==> src/rtl/data_mem_ctrl.sv <==
// Data-memory initiator: sequences addr/wdata/we/oe timing for core load/store requests.
// Optional write-verify readback is enabled with `define DATA_MEM_CTRL_WRITE_VERIFY_EN.
module data_mem_ctrl #(
  parameter int D_ADDR_W     = 12,
  parameter int DATA_W       = 8,
  parameter int SETUP_CYCLES = 1,
  parameter int PULSE_CYCLES = 1,
  parameter int HOLD_CYCLES  = 1,
  parameter int READ_CYCLES  = 2
) (
  input  logic                clk,
  input  logic                rst_n,
  input  logic                req_valid,
  output logic                req_ready,
  input  logic                req_write,
  input  logic [D_ADDR_W-1:0] req_addr,
  input  logic [DATA_W-1:0]   req_wdata,
  output logic                rsp_valid,
  output logic [DATA_W-1:0]   rsp_rdata,
  output logic                rsp_err,
  output logic [D_ADDR_W-1:0] mem_addr,
  output logic [DATA_W-1:0]   mem_wdata,
  output logic                mem_we,
  output logic                mem_oe,
  input  logic [DATA_W-1:0]   mem_rdata
);

  localparam int MAX_SP = (SETUP_CYCLES > PULSE_CYCLES) ? SETUP_CYCLES : PULSE_CYCLES;
  localparam int MAX_HR = (HOLD_CYCLES > READ_CYCLES) ? HOLD_CYCLES : READ_CYCLES;
  localparam int MAX_P  = (MAX_SP > MAX_HR) ? MAX_SP : MAX_HR;
  localparam int CW     = $clog2(MAX_P + 1);

  localparam logic [CW-1:0] SETUP_LD = CW'(SETUP_CYCLES - 1);
  localparam logic [CW-1:0] PULSE_LD = CW'(PULSE_CYCLES - 1);
  localparam logic [CW-1:0] HOLD_LD  = CW'(HOLD_CYCLES - 1);
  localparam logic [CW-1:0] READ_LD  = CW'(READ_CYCLES - 1);

  typedef enum logic [2:0] {
    IDLE,
    W_SETUP,
    W_PULSE,
    W_HOLD,
`ifdef DATA_MEM_CTRL_WRITE_VERIFY_EN
    V_READ,
`endif
    R_READ,
    DONE
  } state_t;

  state_t              state_q, state_d;
  logic [CW-1:0]       cnt_q, cnt_d;
  logic [D_ADDR_W-1:0] addr_q, addr_d;
  logic [DATA_W-1:0]   wdata_q, wdata_d;
  logic                we_q, we_d;
  logic                oe_q, oe_d;
  logic                ready_q, ready_d;
  logic                rsp_valid_q, rsp_valid_d;
  logic [DATA_W-1:0]   rdata_q, rdata_d;
`ifdef DATA_MEM_CTRL_WRITE_VERIFY_EN
  logic                err_q, err_d;
`endif

  // The counter is loaded with (cycles-1) on entry; a state exits on the edge where it reads 0.
  always_comb begin
    state_d     = state_q;
    cnt_d       = cnt_q;
    addr_d      = addr_q;
    wdata_d     = wdata_q;
    we_d        = we_q;
    oe_d        = oe_q;
    ready_d     = ready_q;
    rsp_valid_d = 1'b0;
    rdata_d     = rdata_q;
`ifdef DATA_MEM_CTRL_WRITE_VERIFY_EN
    err_d       = err_q;
`endif
    case (state_q)
      IDLE: begin
        if (req_valid && ready_q) begin
          addr_d  = req_addr;
          wdata_d = req_wdata;
          ready_d = 1'b0;
          if (req_write) begin
            state_d = W_SETUP;
            cnt_d   = SETUP_LD;
          end else begin
            state_d = R_READ;
            cnt_d   = READ_LD;
            oe_d    = 1'b1;
          end
        end
      end
      W_SETUP: begin
        if (cnt_q == '0) begin
          state_d = W_PULSE;
          cnt_d   = PULSE_LD;
          we_d    = 1'b1;
        end else begin
          cnt_d = cnt_q - 1'b1;
        end
      end
      W_PULSE: begin
        if (cnt_q == '0) begin
          state_d = W_HOLD;
          cnt_d   = HOLD_LD;
          we_d    = 1'b0;
        end else begin
          cnt_d = cnt_q - 1'b1;
        end
      end
      W_HOLD: begin
        if (cnt_q == '0) begin
`ifdef DATA_MEM_CTRL_WRITE_VERIFY_EN
          state_d = V_READ;
          cnt_d   = READ_LD;
          oe_d    = 1'b1;
`else
          state_d     = DONE;
          rsp_valid_d = 1'b1;
`endif
        end else begin
          cnt_d = cnt_q - 1'b1;
        end
      end
`ifdef DATA_MEM_CTRL_WRITE_VERIFY_EN
      V_READ: begin
        if (cnt_q == '0) begin
          state_d     = DONE;
          oe_d        = 1'b0;
          rdata_d     = mem_rdata;
          err_d       = (mem_rdata != wdata_q);
          rsp_valid_d = 1'b1;
        end else begin
          cnt_d = cnt_q - 1'b1;
        end
      end
`endif
      R_READ: begin
        if (cnt_q == '0) begin
          state_d     = DONE;
          oe_d        = 1'b0;
          rdata_d     = mem_rdata;
`ifdef DATA_MEM_CTRL_WRITE_VERIFY_EN
          err_d       = 1'b0;
`endif
          rsp_valid_d = 1'b1;
        end else begin
          cnt_d = cnt_q - 1'b1;
        end
      end
      DONE: begin
        state_d = IDLE;
        ready_d = 1'b1;
      end
      default: begin
        state_d = IDLE;
        we_d    = 1'b0;
        oe_d    = 1'b0;
        ready_d = 1'b1;
      end
    endcase
  end

  always_ff @(posedge clk or negedge rst_n) begin
    if (!rst_n) begin
      state_q     <= IDLE;
      cnt_q       <= '0;
      addr_q      <= '0;
      wdata_q     <= '0;
      we_q        <= 1'b0;
      oe_q        <= 1'b0;
      ready_q     <= 1'b1;
      rsp_valid_q <= 1'b0;
      rdata_q     <= '0;
`ifdef DATA_MEM_CTRL_WRITE_VERIFY_EN
      err_q       <= 1'b0;
`endif
    end else begin
      state_q     <= state_d;
      cnt_q       <= cnt_d;
      addr_q      <= addr_d;
      wdata_q     <= wdata_d;
      we_q        <= we_d;
      oe_q        <= oe_d;
      ready_q     <= ready_d;
      rsp_valid_q <= rsp_valid_d;
      rdata_q     <= rdata_d;
`ifdef DATA_MEM_CTRL_WRITE_VERIFY_EN
      err_q       <= err_d;
`endif
    end
  end

  assign req_ready = ready_q;
  assign rsp_valid = rsp_valid_q;
  assign rsp_rdata = rdata_q;
  assign mem_addr  = addr_q;
  assign mem_wdata = wdata_q;
  assign mem_we    = we_q;
  assign mem_oe    = oe_q;
`ifdef DATA_MEM_CTRL_WRITE_VERIFY_EN
  assign rsp_err   = err_q;
`else
  assign rsp_err   = 1'b0;
`endif

endmodule

==> config.mk <==
export PLATFORM = sky130hd
export DESIGN_NAME = data_mem_ctrl
export DESIGN_NICKNAME = d
export VERILOG_FILES = /design/src/rtl/data_mem_ctrl.sv
export SDC_FILE = /design/constraint.sdc
export NUM_CORES = 1
export LEC_CHECK = 0
export ABC_AREA = 1
export CAP_MARGIN = 20
export CELL_PAD_IN_SITES_DETAIL_PLACEMENT = 0
export CELL_PAD_IN_SITES_GLOBAL_PLACEMENT = 1
export CORE_MARGIN = 2
export CORE_UTILIZATION = 33
export DETAILED_ROUTE_END_ITERATION = 10
export PLACE_DENSITY_LB_ADDON = 0.12
export SETUP_SLACK_MARGIN = 0.02
export SYNTH_ARGS = -nofsm -noshare
export SYNTH_HDL_FRONTEND = slang
export SYNTH_SLANG_ARGS = --single-unit
==> constraint.sdc <==
create_clock -name clk -period 4.1 [get_ports clk]
set_clock_uncertainty 0.05 [all_clocks]
set_input_delay 0.41 -clock clk [delete_from_list [all_inputs] [get_ports clk]]
set_output_delay 0.41 -clock clk [all_outputs]
set_load 0.03 [all_outputs]
==> flow_summary.yaml, run 1 <==
clock_tree:
  clock_insertion_delay_worst_skew_ps: 290
  root_buffer: "sky130_fd_sc_hd__clkbuf_8"
  cts_tree: "done"
  cts_bufs_inserted: 5
  cts.repair.resized: 0
  count_of_buffers_added_by_post_cts_timing_repair_for_setup: 0
  ctsHtreeMaxLevel: 2
  clkTransAtPathRegs_ps: 70
  numClockSinks: 37
  cts_max_path_buffers: 2
  hold_buf_cts: 0
floorplan:
  placement_rows: 25
  core_area_um2: 4755
  start_util_pct: 34.63
  boundary_pins: 65
  fp.dieW_um: 74.64
  die_y_um: 74.64
  design.die.area_um2: 5570
place:
  io_buffer_count: 63
  dp_slack_ps: 2018
  dpl.hpwl_mm: 2.741
  post-place-cells: 326
  gp_congestion: 0.8000
  dpl_cell_area_um2: 2312
sta:
  setup-violations-final: 0
  unrepaired_setup_endpoints_after_global_routing: "false"
  max_slew.worst_pin.slew_ps: 828.7
  final_period_minus_worst_setup_slack_ps: 1979
  finalWorstSetupSlack_ps: 2121
  final.setup.tns_ps: 0
  peak_freq_mhz: 505.2
  fin_crit_sh_pct: 48.28
  timing.max_slew.rel_slack_pct: 44.75
  timing.hold.ws_ps: 148.6
  slew_viol_final: 0
  hold_viol_final: 0
worst_hold_path:
  hp-class: "input pin to async pin"
worst_setup_path:
  cpMaxStageDelayCell: "sky130_fd_sc_hd__clkdlybuf4s50_1"
  cp_max_fo: 4
  criticalPathCategory: "flop to primary output"
  critPathTopFamily: "buffers and inverters"
  worst_path_largest_cell_delay_ps: 670
  cp.required_ps: 3640
  reg2reg_setup_slack_ps: 2150
  critical_path_arrival_ps: 1520
  cp-start-kind: "flop"
  timing.critical_path.buf_inv: 1
  critical_path.cell_chain: "clkdlybuf4s50_1"
  crit_path_end_kind: "primary output"
run_status:
  outcome: "completed"
global_routing:
  first_global_vias: 1362
  grt_util_all_layers_pct: 14.68
  grt_remaining_overflow: 0
  grt_max_degree: 38
  initial_antenna_violation_count: 0
  grt_first_pass_wirelength_mm: 6.099
flow_run:
  max_capacitance_violation_count: 0
finish:
  num_antenna_cells: 0
  layout.cells.non_filler: 334
  share_of_post_route_cells_with_drive_strength_above_1_pct: 5.993
  final_net_count: 301
  syn2layout_area_growth_pct: 47.49
  finish.instance_area_um2: 2429
  layout.cells.most_common_list: "sky130_fd_sc_hd__nand2_1, sky130_fd_sc_hd__clkdlybuf4s50_1, sky130_fd_sc_hd__dfrtp_1, sky130_fd_sc_hd__nand3_1, sky130_fd_sc_hd__inv_1"
  layout.core_utilization_pct: 51.08
  final_common_cell: "sky130_fd_sc_hd__nand2_1"
synthesis:
  number_of_enable_flip_flop_cells_after_synthesis: 0
  syn_avg_cell_area_um2: 8.151
  synth-main-ff-cell: "sky130_fd_sc_hd__dfrtp_1"
  synth.net_count: 237
  syn_area_um2: 1647
  yosysWarningCount: 0
  netlist_instances: 202
  synthDistinctLibCells: 20
  asyncSetResetFlopFracSynth_pct: 100.0
  yosys_register_bits: 37
  synth-seq-area-share_pct: 56.31
drt:
  drt_wl_total_mm: 3.833
  detailedRoute.firstPassIterationCount: 5
  route.detailed.drc: 0
  vias: 1454
  initialDrtViolationCount: 74
  post_drt_wl_per_cell_um: 11.48
  route.antenna.remaining_nets: 0
  via_per_inst: 4.353
power:
  cellPowerDensity_nw_per_um2: 837.5
  total_leakage_power_nw: 1.228
  fin_total_pwr_mw: 2.034
  max-vdd-ir-drop_v: 0.0003613
[layout make-up]
type,instances,area [µm²]
Clock buffer,7,86.33
Clock inverter,1,30.03
Fill cell,476,2326
Inverter,13,48.80
Multi-Input combinational cell,146,626.9
Sequential cell,37,927.1
Tap cell,67,83.83
Timing Repair Buffer,63,625.6
[cell usage after synthesis (2+ instances only)]
master,instances,area (µm²)
sky130_fd_sc_hd__inv_1,10,37.54
sky130_fd_sc_hd__nand3_1,15,75.07
sky130_fd_sc_hd__inv_2,3,11.26
sky130_fd_sc_hd__a21oi_1,2,10.01
sky130_fd_sc_hd__buf_6,2,22.52
sky130_fd_sc_hd__buf_2,2,10.01
sky130_fd_sc_hd__nand2_1,111,416.7
sky130_fd_sc_hd__o21ai_0,6,30.03
sky130_fd_sc_hd__ha_1,3,37.54
sky130_fd_sc_hd__dfrtp_1,36,900.9
sky130_fd_sc_hd__nor2_1,3,11.26
[kinds of logic (layout without fill, tap and decap cells)]
group	Yosys count	in the layout	share of synthesized area, %
AO/OA/AOI/OAI	9	9	2.964
adder cells (fa/ha/maj)	3	3	2.280
buffers and inverters	19	84	5.623
flip-flops	37	37	56.31
other	1	1	0.2277
AND/OR/NAND/NOR	133	133	32.60
[power by group]
group          switching, mW  leakage, nW  internal, mW
clock                  0.127       0.0585         0.198
combinational          0.655        0.707         0.413
sequential             0.104        0.463         0.537
[worst paths after layout]
| path | startpoint | cells past startpoint | endpoint |
|---|---|---|---|
| setup / recovery | req_ready | 1 | req_ready |
| hold / removal | rst_n | 1 | state_q[1] |
| setup reg to reg | state_q[1] | 7 | mem_wdata[5] |
| hold reg to reg | rsp_rdata[3] | 2 | rsp_rdata[3] |
| max in group asynchronous | rst_n | 1 | mem_addr[3] |
| min in group clk | rsp_rdata[3] | 2 | rsp_rdata[3] |
[flip-flops by register name (all words and copies together) (netlist names)]
signal / count
mem_addr: 12
req_ready: 1
mem_we: 1
mem_wdata: 8
rsp_valid: 1
mem_oe: 1
cnt_q: 2
state_q: 3
rsp_rdata: 8
[metal layers]
metal	vias to the layer above	routed length (µm)	GRT usage [%]
li1	745	-	-
met1	651	1811	19.28
met2	52	1691	22.52
met3	6	268	4.819
met4	0	61	5.952
met5	-	0	0
Note: power is estimated with default switching activity, not from simulation.
==> run 2, diff against run 1 <==
--- a/config.mk
+++ b/config.mk
@@ -10,7 +10,7 @@
 export CELL_PAD_IN_SITES_DETAIL_PLACEMENT = 0
 export CELL_PAD_IN_SITES_GLOBAL_PLACEMENT = 1
 export CORE_MARGIN = 2
-export CORE_UTILIZATION = 33
+export CORE_UTILIZATION = 27
 export DETAILED_ROUTE_END_ITERATION = 10
 export PLACE_DENSITY_LB_ADDON = 0.12
 export SETUP_SLACK_MARGIN = 0.02
==> constraint.sdc (replaced) <==
create_clock -name clk -period 1.6 [get_ports clk]
set_clock_uncertainty 0.05 [all_clocks]
set_input_delay 0.16 -clock clk [delete_from_list [all_inputs] [get_ports clk]]
set_output_delay 0.16 -clock clk [all_outputs]
set_load 0.03 [all_outputs]
==> run 2 against run 1 <==
Net effect:
- via count shrank 1.2%
- final cell count grew 3.9%
- flip-flop and latch count is the same
- count of clock-buffer cells in the layout shrank 1
- cell area grew 2.3%
- critical path depth is the same
- sequential power grew to 2.5 times the previous value
- hold slack gained 200 ps
- setup slack lost 2100 ps
- sequential share of layout area shrank 0.85 points
==> flow_summary.yaml, run 2 (same netlist as run 1, synthesis figures left out) <==
run_status:
  outcome: "completed"
clock_tree:
  root_buffer: "sky130_fd_sc_hd__clkbuf_8"
  cts_max_path_buffers: 2
  cts_bufs_inserted: 5
  cts_tree: "done"
  clkTransAtPathRegs_ps: 70
  numClockSinks: 37
  ctsHtreeMaxLevel: 2
  clock_insertion_delay_worst_skew_ps: 290
place:
  dpl_cell_area_um2: 2360
  io_buffer_count: 63
  gp_congestion: 0.7549
  dpl.hpwl_mm: 2.910
flow_run:
  max_capacitance_violation_count: 0
floorplan:
  boundary_pins: 65
  design.die.area_um2: 6739
  fp.dieW_um: 82.09
  placement_rows: 28
  core_area_um2: 5921
  die_y_um: 82.09
  start_util_pct: 27.81
finish:
  final_net_count: 307
  finish.instance_area_um2: 2484
  flip_flop_count_of_the_largest_register_all_copies_and_words_added: 12
  filler_cell_count: 613
  syn2layout_area_growth_pct: 50.84
  layout.cells.most_common_list: "sky130_fd_sc_hd__nand2_1, sky130_fd_sc_hd__clkdlybuf4s50_1, sky130_fd_sc_hd__dfrtp_1, sky130_fd_sc_hd__nand3_1, sky130_fd_sc_hd__inv_1"
  final_common_cell: "sky130_fd_sc_hd__nand2_1"
  share_of_post_route_cells_with_drive_strength_above_1_pct: 8.088
  num_antenna_cells: 0
sta:
  peak_freq_mhz: 651.0
  setup-violations-final: 0
  final.setup.tns_ps: 0
  hold_viol_final: 0
  timing.hold.ws_ps: 350.2
  slew_viol_final: 0
  fin_crit_sh_pct: 96.01
  unrepaired_setup_endpoints_after_global_routing: "false"
  final_period_minus_worst_setup_slack_ps: 1536
power:
  max-vdd-ir-drop_v: 0.0007043
  total_leakage_power_nw: 1.341
  power.switching_fraction_pct: 45.02
  net-switching-power_mw: 2.289
  power_report.internal_total_mw: 2.796
  cellPowerDensity_nw_per_um2: 2048
  p_clk_share_pct: 13.2
  power.share.combinational_pct: 54.9
  seqPwrFrac_pct: 32.0
worst_setup_path:
  critPathTopFamily: "buffers and inverters"
  criticalPathCategory: "flop to primary output"
  cp.required_ps: 1390
  cp_max_fo: 2
  crit_path_end_kind: "primary output"
  timing.critical_path.buf_inv: 1
  critical_path.cell_chain: "clkdlybuf4s50_1"
  worst_path_largest_cell_delay_ps: 680
  critical_path_arrival_ps: 1330
  cp-start-kind: "flop"
  cpMaxStageDelayCell: "sky130_fd_sc_hd__clkdlybuf4s50_1"
drt:
  vias: 1437
  route.detailed.drc: 0
  initialDrtViolationCount: 61
  detailedRoute.firstPassIterationCount: 4
  route.antenna.remaining_nets: 0
  drt_wl_total_mm: 4.034
  via_per_inst: 4.141
  post_drt_wl_per_cell_um: 11.63
global_routing:
  grt_max_degree: 38
  first_global_vias: 1395
  grt_remaining_overflow: 0
  initial_antenna_violation_count: 0
  grt_util_all_layers_pct: 12.43
  grt_first_pass_wirelength_mm: 6.368
worst_hold_path:
  hp-class: "input pin to flop"
==> run 2: cell types whose count changed in the layout (fill, tap and decap cells not counted), sizes merged <==
cell / before / now
clkinvlp: 0 / 1
dlymetal6s2s: 0 / 8
clkbuf: 7 / 6
buf: 1 / 6
dlygate4sd2: 0 / 1
clkdlybuf4s50: 62 / 53
dlygate4sd3: 0 / 1
bufinv: 1 / 0
==> run 2: final cells by class <==
cell class | instances | area [µm²] | share of cell area [%]
Sequential cell | 37 | 927.1 | 37.33
Timing Repair Buffer | 69 | 691.9 | 27.86
Multi-Input combinational cell | 146 | 629.4 | 25.34
Tap cell | 75 | 93.84 | 3.778
Clock buffer | 6 | 82.58 | 3.325
Inverter | 13 | 51.30 | 2.065
Clock inverter | 1 | 7.507 | 0.3023
==> run 2: timing repair <==
action,4_1_cts,5_1_grt
gates resized for setup,1,11
hold buffers,1,0
endpoints found under the setup margin,1,31
setup buffers,0,0
hold endpoints to repair,36,0
==> run 2: power by group through the flow <==
stage	registers (mW)	clock network, mW	logic (mW)
after global placement	1.64	0	2.85
after detailed placement	1.64	0	2.84
after global routing	1.68	0.742	3.09
after CTS	1.63	0.696	2.84
after floorplan	2.37	0	0.984
final	1.62	0.669	2.79
==> run 2: worst paths after layout <==
kind | startpoint | endpoint | slack (ps) | cells past startpoint
setup / recovery | mem_addr[11] | mem_addr[11] | 60 | 1
hold / removal | req_wdata[6] | mem_wdata[6] | 350 | 3
setup reg to reg | state_q[1] | mem_wdata[1] | 180 | 7
hold reg to reg | rsp_rdata[3] | rsp_rdata[3] | 430 | 2
max in group asynchronous | rst_n | req_ready | 740 | 3
min in group asynchronous | rst_n | cnt_q[1] | 400 | 3
==> run 2: metal layers <==
metal | wire [µm] | track usage (%) | up-vias
li1 | - | - | 758
met3 | 297 | 4.348 | 6
met4 | 57 | 4.500 | 0
met2 | 1715 | 19.02 | 50
met5 | 0 | 0 | -
met1 | 1963 | 16.26 | 623
==> run 2: per-stage QoR <==
stage / utilization (%) / setup WS (ps) / power [mW] / instances
after floorplan: - / 206.3 / 3.354 / 202
after global placement: 39.86 / 131.7 / 4.493 / 339
after detailed placement: 39.86 / 86.01 / 4.481 / 339
after CTS: 41.53 / 42.69 / 5.171 / 347
after global routing: 41.95 / 20.44 / 5.510 / 347
final: 41.95 / 63.86 / 5.086 / 347
